$ cat src/rtl/rr_stream_arbiter_pkg.sv
// Shared definitions for the round-robin packet stream arbiter:
// default geometry, FSM state encoding and a modular index helper.
package rr_stream_arbiter_pkg;

  localparam int L_DEFAULT = 8;
  localparam int N_DEFAULT = 4;

  typedef enum logic {
    IDLE   = 1'b0,
    LOCKED = 1'b1
  } arb_state_t;

  // (base + offset) mod n, used for the rotating priority search.
  function automatic int rr_index(input int base, input int offset, input int n);
    return (base + offset) % n;
  endfunction

endpackage

$ cat src/rtl/rr_stream_arbiter_if.sv
// Bundle of requester-side and downstream-side stream signals.
// master = traffic source/sink environment, slave = the arbiter.
interface rr_stream_arbiter_if
  import rr_stream_arbiter_pkg::*;
#(
  parameter int L  = L_DEFAULT,
  parameter int N  = N_DEFAULT,
  parameter int IW = $clog2(N)
) ();

  logic [N-1:0]   valid_in;
  logic [N-1:0]   ready_in;
  logic [N*L-1:0] data_in;
  logic [N-1:0]   last_in;
  logic           valid_out;
  logic           ready_out;
  logic [L-1:0]   data_out;
  logic           last_out;
  logic [IW-1:0]  grant_id;
  logic           busy;

  modport master (
    output valid_in, data_in, last_in, ready_out,
    input  ready_in, valid_out, data_out, last_out, grant_id, busy
  );

  modport slave (
    input  valid_in, data_in, last_in, ready_out,
    output ready_in, valid_out, data_out, last_out, grant_id, busy
  );

endinterface

$ cat src/rtl/rr_stream_arbiter_skid.sv
// Two-entry skid buffer with a registered input ready. The output
// register feeds downstream directly; the skid register catches the one
// extra beat that can arrive in the cycle downstream stalls.
module stream_skid_buffer #(
  parameter int W = 8
) (
  input  logic         clk,
  input  logic         rst,
  input  logic         in_valid,
  output logic         in_ready,
  input  logic [W-1:0] in_data,
  output logic         out_valid,
  input  logic         out_ready,
  output logic [W-1:0] out_data
);

  logic         out_valid_reg, out_valid_next;
  logic [W-1:0] out_data_reg,  out_data_next;
  logic         skid_valid_reg, skid_valid_next;
  logic [W-1:0] skid_data_reg,  skid_data_next;
  logic         space_reg, space_next;
  logic         push;
  logic         pop;

  assign push      = in_valid && space_reg;
  assign pop       = out_valid_reg && out_ready;
  assign in_ready  = space_reg;
  assign out_valid = out_valid_reg;
  assign out_data  = out_data_reg;

  // Next-state of the two entries; the skid entry always drains first so order is kept.
  always_comb begin
    out_valid_next  = out_valid_reg;
    out_data_next   = out_data_reg;
    skid_valid_next = skid_valid_reg;
    skid_data_next  = skid_data_reg;
    if (!out_valid_reg || pop) begin
      if (skid_valid_reg) begin
        out_valid_next  = 1'b1;
        out_data_next   = skid_data_reg;
        skid_valid_next = 1'b0;
      end else if (push) begin
        out_valid_next = 1'b1;
        out_data_next  = in_data;
      end else begin
        out_valid_next = 1'b0;
      end
    end else if (push) begin
      skid_valid_next = 1'b1;
      skid_data_next  = in_data;
    end
    // Ready is registered: space exists next cycle only if the skid slot is free.
    space_next = !skid_valid_next;
  end

  // Buffer state registers; reset empties the buffer and withholds ready.
  always_ff @(posedge clk or negedge rst) begin
    if (!rst) begin
      out_valid_reg  <= 1'b0;
      out_data_reg   <= '0;
      skid_valid_reg <= 1'b0;
      skid_data_reg  <= '0;
      space_reg      <= 1'b0;
    end else begin
      out_valid_reg  <= out_valid_next;
      out_data_reg   <= out_data_next;
      skid_valid_reg <= skid_valid_next;
      skid_data_reg  <= skid_data_next;
      space_reg      <= space_next;
    end
  end

endmodule

$ cat src/rtl/rr_stream_arbiter.sv
// Round-robin packet arbiter: N multi-beat streams merged onto one output.
// Arbitration happens only between packets; the winner stays locked until
// its last beat is accepted. Output goes through a two-entry skid buffer.
module rr_stream_arbiter
  import rr_stream_arbiter_pkg::*;
#(
  parameter int L  = L_DEFAULT,
  parameter int N  = N_DEFAULT,
  parameter int IW = $clog2(N)
) (
  input  logic                 clk,
  input  logic                 rst,
  rr_stream_arbiter_if.slave   bus
);

  localparam int BW = L + 1 + IW;

  arb_state_t    state_reg;
  logic [IW-1:0] rr_ptr_reg;
  logic [IW-1:0] grant_reg;
  logic          busy_reg;

  logic [L-1:0]  data_arr [N];
  logic [IW-1:0] search_idx;
  logic [IW-1:0] winner;
  logic          winner_found;
  logic [IW-1:0] sel;
  logic          sel_active;
  logic          sel_last;
  logic          space;
  logic          accept;
  logic [N-1:0]  ready_vec;
  logic [BW-1:0] push_word;
  logic [BW-1:0] out_word;

  function automatic logic [IW-1:0] ptr_after(input logic [IW-1:0] p);
    return IW'(rr_index(int'(p), 1, N));
  endfunction

  for (genvar gi = 0; gi < N; gi++) begin : g_slice
    assign data_arr[gi] = bus.data_in[gi*L +: L];
  end

  // Rotating-priority search: first valid requester at or after rr_ptr.
  always_comb begin
    search_idx   = '0;
    winner       = '0;
    winner_found = 1'b0;
    for (int k = N - 1; k >= 0; k--) begin
      search_idx = IW'(rr_index(int'(rr_ptr_reg), k, N));
      if (bus.valid_in[search_idx]) begin
        winner       = search_idx;
        winner_found = 1'b1;
      end
    end
  end

  assign sel        = (state_reg == LOCKED) ? grant_reg : winner;
  assign sel_active = (state_reg == LOCKED) || winner_found;
  assign sel_last   = bus.last_in[sel];
  assign accept     = sel_active && space && bus.valid_in[sel];
  assign push_word  = {data_arr[sel], sel_last, sel};

  // Only the selected requester sees ready, and only when the buffer has room.
  always_comb begin
    ready_vec = '0;
    if (space && sel_active) begin
      ready_vec[sel] = 1'b1;
    end
  end

  assign bus.ready_in = ready_vec;
  assign bus.busy     = busy_reg;

  // Packet-level FSM: lock on a non-final beat, release and rotate on the last beat.
  always_ff @(posedge clk or negedge rst) begin
    if (!rst) begin
      state_reg  <= IDLE;
      rr_ptr_reg <= '0;
      grant_reg  <= '0;
      busy_reg   <= 1'b0;
    end else if (accept) begin
      case (state_reg)
        IDLE: begin
          if (!sel_last) begin
            state_reg <= LOCKED;
            grant_reg <= winner;
            busy_reg  <= 1'b1;
          end else begin
            rr_ptr_reg <= ptr_after(winner);
          end
        end
        LOCKED: begin
          if (sel_last) begin
            state_reg  <= IDLE;
            busy_reg   <= 1'b0;
            rr_ptr_reg <= ptr_after(grant_reg);
          end
        end
        default: begin
          state_reg <= IDLE;
          busy_reg  <= 1'b0;
        end
      endcase
    end
  end

  stream_skid_buffer #(.W(BW)) u_skid (
    .clk       (clk),
    .rst       (rst),
    .in_valid  (accept),
    .in_ready  (space),
    .in_data   (push_word),
    .out_valid (bus.valid_out),
    .out_ready (bus.ready_out),
    .out_data  (out_word)
  );

  assign {bus.data_out, bus.last_out, bus.grant_id} = out_word;

endmodule

$ cat src/flat_wrapper.sv
// flat-port wrapper written by rule: the top's interface ports become plain ports
module rr_stream_arbiter_flat import rr_stream_arbiter_pkg::*;
#(
  parameter int L  = L_DEFAULT,
  parameter int N  = N_DEFAULT,
  parameter int IW = $clog2(N)
)
  (clk, rst, bus_valid_in, bus_data_in, bus_last_in, bus_ready_out, bus_ready_in, bus_valid_out, bus_data_out, bus_last_out, bus_grant_id, bus_busy);
  rr_stream_arbiter_if #(.L(L), .N(N), .IW(IW)) bus_i ();
  input  logic clk;
  input  logic rst;
  input wire logic [$bits(bus_i.valid_in)-1:0] bus_valid_in;
  input wire logic [$bits(bus_i.data_in)-1:0] bus_data_in;
  input wire logic [$bits(bus_i.last_in)-1:0] bus_last_in;
  input wire logic [$bits(bus_i.ready_out)-1:0] bus_ready_out;
  output wire logic [$bits(bus_i.ready_in)-1:0] bus_ready_in;
  output wire logic [$bits(bus_i.valid_out)-1:0] bus_valid_out;
  output wire logic [$bits(bus_i.data_out)-1:0] bus_data_out;
  output wire logic [$bits(bus_i.last_out)-1:0] bus_last_out;
  output wire logic [$bits(bus_i.grant_id)-1:0] bus_grant_id;
  output wire logic [$bits(bus_i.busy)-1:0] bus_busy;
  assign bus_i.valid_in = bus_valid_in;
  assign bus_i.data_in = bus_data_in;
  assign bus_i.last_in = bus_last_in;
  assign bus_i.ready_out = bus_ready_out;
  assign bus_ready_in = bus_i.ready_in;
  assign bus_valid_out = bus_i.valid_out;
  assign bus_data_out = bus_i.data_out;
  assign bus_last_out = bus_i.last_out;
  assign bus_grant_id = bus_i.grant_id;
  assign bus_busy = bus_i.busy;
  rr_stream_arbiter #(.L(L), .N(N), .IW(IW)) u_core (.clk(clk), .rst(rst), .bus(bus_i));
endmodule
$ cat config.mk
export PLATFORM = sky130hd
export DESIGN_NAME = rr_stream_arbiter_flat
export DESIGN_NICKNAME = d
export VERILOG_FILES = /design/src/rtl/rr_stream_arbiter_pkg.sv /design/src/rtl/rr_stream_arbiter_if.sv /design/src/rtl/rr_stream_arbiter_skid.sv /design/src/rtl/rr_stream_arbiter.sv /design/src/flat_wrapper.sv
export SDC_FILE = /design/constraint.sdc
export NUM_CORES = 1
export LEC_CHECK = 0
export CAP_MARGIN = 20
export CORE_ASPECT_RATIO = 0.7
export CORE_UTILIZATION = 40
export CTS_CLUSTER_DIAMETER = 120
export DETAILED_ROUTE_END_ITERATION = 12
export DONT_BUFFER_PORTS = 1
export PLACE_DENSITY = 0.56
export RECOVER_POWER = 25
export SLEW_MARGIN = 5
export SYNTH_ARGS = -nofsm -noshare
export SYNTH_HDL_FRONTEND = slang
export SYNTH_HIERARCHICAL = 1
export SYNTH_SLANG_ARGS = --single-unit
$ cat constraint.sdc
create_clock -name clk -period 6 [get_ports clk]
set_input_delay 0.6 -clock clk [delete_from_list [all_inputs] [get_ports clk]]
set_output_delay 0.6 -clock clk [all_outputs]
set_load 0.02 [all_outputs]
==> results.py <==
metrics = {
    "outcome": {
        "status": "completed",
    },
    "layout": {
        "diodes": 0,
        "final_layout_size_suffix_gt1_frac": 0.3315,
        "fin_nets": 226,
        "syn_to_final_growth_pct": 8.527,
        "final_util": 0.4578,
        "fillers": 464,
        "fin_cells": 247,
    },
    "sta": {
        "timing.fmax_mhz": 308.4,
        "fin_ws_ps": 2758,
        "tightest_slew_ps": 895.6,
        "rsz0062_at_grt": "false",
        "fin_skew_ps": 5.158,
        "fin_crit_ps": 3242,
        "relSlewSlack": 0.4010,
        "setup-violations-final": 0,
        "post-route-period-util": 0.5404,
        "setup_tns_ps": 0,
        "slew_violations": 0,
        "hold_viol": 0,
    },
    "pwr": {
        "cellPowerDensity_nw_per_um2": 711.9,
        "power_uw": 1576,
        "leakagePower_uw": 0.001006,
        "ir_worst_vdd_mv": 0.2752,
    },
    "synthesis": {
        "ys_types": 37,
        "netlist_top_cells_area": "dfrtp_1 38%, mux2_4 23%, mux2_2 5.0%, nand2_1 4.2%, and2_1 3.7%",
        "ys_seq_area_frac": 0.3804,
        "postSynthCellCount": 175,
        "synth_warnings": 6,
        "ys_seq_elements": 31,
        "yosys-top-cells-count": "31 x dfrtp_1, 31 x mux2_4, 23 x nand2_1",
        "synth_nets": 224,
        "synth_edf_count": 0,
        "synth.largest_area_cell": "dfrtp_1",
        "avgSynthCellArea_um2": 11.65,
        "synth_top_area_share": 0.3804,
        "synth_flop_cell": "dfrtp_1",
        "postSynth.asyncResetShare": 1.000,
        "syn_area_um2": 2039,
    },
    "place": {
        "dp_hpwl_um": 3095,
        "dp.cells": 236,
        "place.gp.congestion": 0.8377,
        "port_buffers": 0,
        "place_ws_ps": 2960,
    },
    "floorplanning": {
        "dieArea_um2": 5393,
        "die_w_um": 87.35,
        "core-area_um2": 4835,
        "io_pins": 60,
        "die_h_um": 61.74,
        "rows": 21,
        "initial_core_util": 0.4218,
    },
    "worst_setup_path": {
        "critPathLaunchType": "register",
        "cp.required_ps": 5400,
        "path_class": "reg2out",
        "r2r_slack_ps": 2990,
        "cp_max_fo": 22,
        "worst_ep_arrival_time_ps": 2640,
        "cp-end-kind": "output pin",
    },
    "global_routing": {
        "antenna_found_initial": 0,
        "overflow": 0,
        "grt_pass1_vias": 1192,
        "grt_pass1_wl_um": 6465,
        "grt_max_degree": 23,
        "grt.total_usage": 0.1676,
    },
    "hold_path": {
        "min_path_type": "in2reg",
    },
    "clock_tree": {
        "cts_root_buf": "clkbuf_8",
        "clkTransAtPathRegs_ps": 70,
        "cts_tree": "yes",
        "numCtsBuffers": 5,
        "cts_buffer_depth": 2,
        "clock_latency_ps": 280,
        "cts.sink_count": 31,
        "cts_max_level": 2,
    },
    "route": {
        "wl_per_cell_um": 17.94,
        "postRouteWirelength_um": 4430,
        "drtPass1Iterations": 4,
        "num_vias": 1289,
        "viasPerCell": 5.219,
        "ant_nets": 0,
        "drc": 0,
        "drtIter0Drc": 111,
    },
    "flow_run": {
        "cap_violations": 0,
    },
}
[worst paths after layout]
| path | from | end | depth (start not counted) |
|---|---|---|---|
| setup / recovery | u_core/rr_ptr_reg[1] | bus_ready_in[0] | 6 |
| hold / removal | bus_ready_out | u_core/u_skid/in_ready | 2 |
| setup reg to reg | u_core/rr_ptr_reg[1] | u_core/u_skid/out_data[6] | 8 |
| hold reg to reg | u_core/u_skid/skid_data_reg[9] | u_core/u_skid/skid_data_reg[9] | 1 |
| max in group asynchronous | rst | u_core/u_skid/out_data[1] | 1 |
| min in group asynchronous | rst | u_core/u_skid/skid_data_reg[3] | 1 |
[layout by cell type, fill, tap and decap left out, types with 2 or more instances in the layout]
master	netlist	layout
nand2b_1	2	2
a31oi_1	9	9
nand2_1	23	23
ha_1	6	6
inv_1	6	6
dlygate4sd3_1	0	3
mux2i_1	2	2
mux2_2	9	9
nor2_1	4	4
dfrtp_1	31	31
a211oi_1	9	9
a21oi_1	2	2
clkbuf_8	0	6
nor2b_1	2	2
mux2_4	31	31
and2_1	12	12
[power by group]
| part | switching (µW) | internal, µW |
|---|---|---|
| sequential | 165 | 322 |
| clock | 80.7 | 134 |
| combinational | 388 | 487 |
| total | 633 | 943 |
[cells by family (layout without fill, tap and decap cells)]
family          count (synthesis)  count (layout)  synth area share
flops                          31              31            0.3804
simple gates                   52              52            0.1344
mux                            43              43            0.2988
fa+ha+maj                       6               6           0.03681
compound gates                 28              28            0.1074
buf+inv                        15              18           0.04233
[layout make-up]
type | count | area, µm² | area share
repair buffers | 3 | 30.03 | 0.01357
multi-input cells | 129 | 1177 | 0.5319
inverters | 7 | 26.28 | 0.01187
well taps | 69 | 86.33 | 0.03901
clock buffers | 6 | 82.58 | 0.03731
clock inverters | 2 | 35.03 | 0.01583
flip-flops and latches | 31 | 775.7 | 0.3505
[timing repair]
action | 4_1_cts | 5_1_grt
hold endpoints to repair | 20 | 6
resized for setup | 0 | 0
buffers inserted | 0 | 0
hold buffers | 2 | 1
[layer usage]
layer	part of all wire	routed length (µm)	up-vias	global-route usage
met1	0.50	2211	630	0.2395
met2	0.44	1933	35	0.2321
li1	-	-	622	-
met4	0.0043	19	0	0.05621
met3	0.060	266	2	0.06341
met5	0	0	-	0
[critical path: stages, from the launching register on]
cell	delay, ps
dfrtp_1	460
mux2i_1	170
o2bb2ai_2	170
o31ai_4	730
inv_2	330
ha_1	290
and2_1	210
[through the flow]
step	instance area, µm²	hold slack, ps
after floorplan	2039	304.4
after global placement	2066	305.5
after detailed placement	2066	305.6
after CTS	2203	2.024
after global routing	2213	448.7
final	2213	463.4
Note: power is estimated with default switching activity, not from simulation.
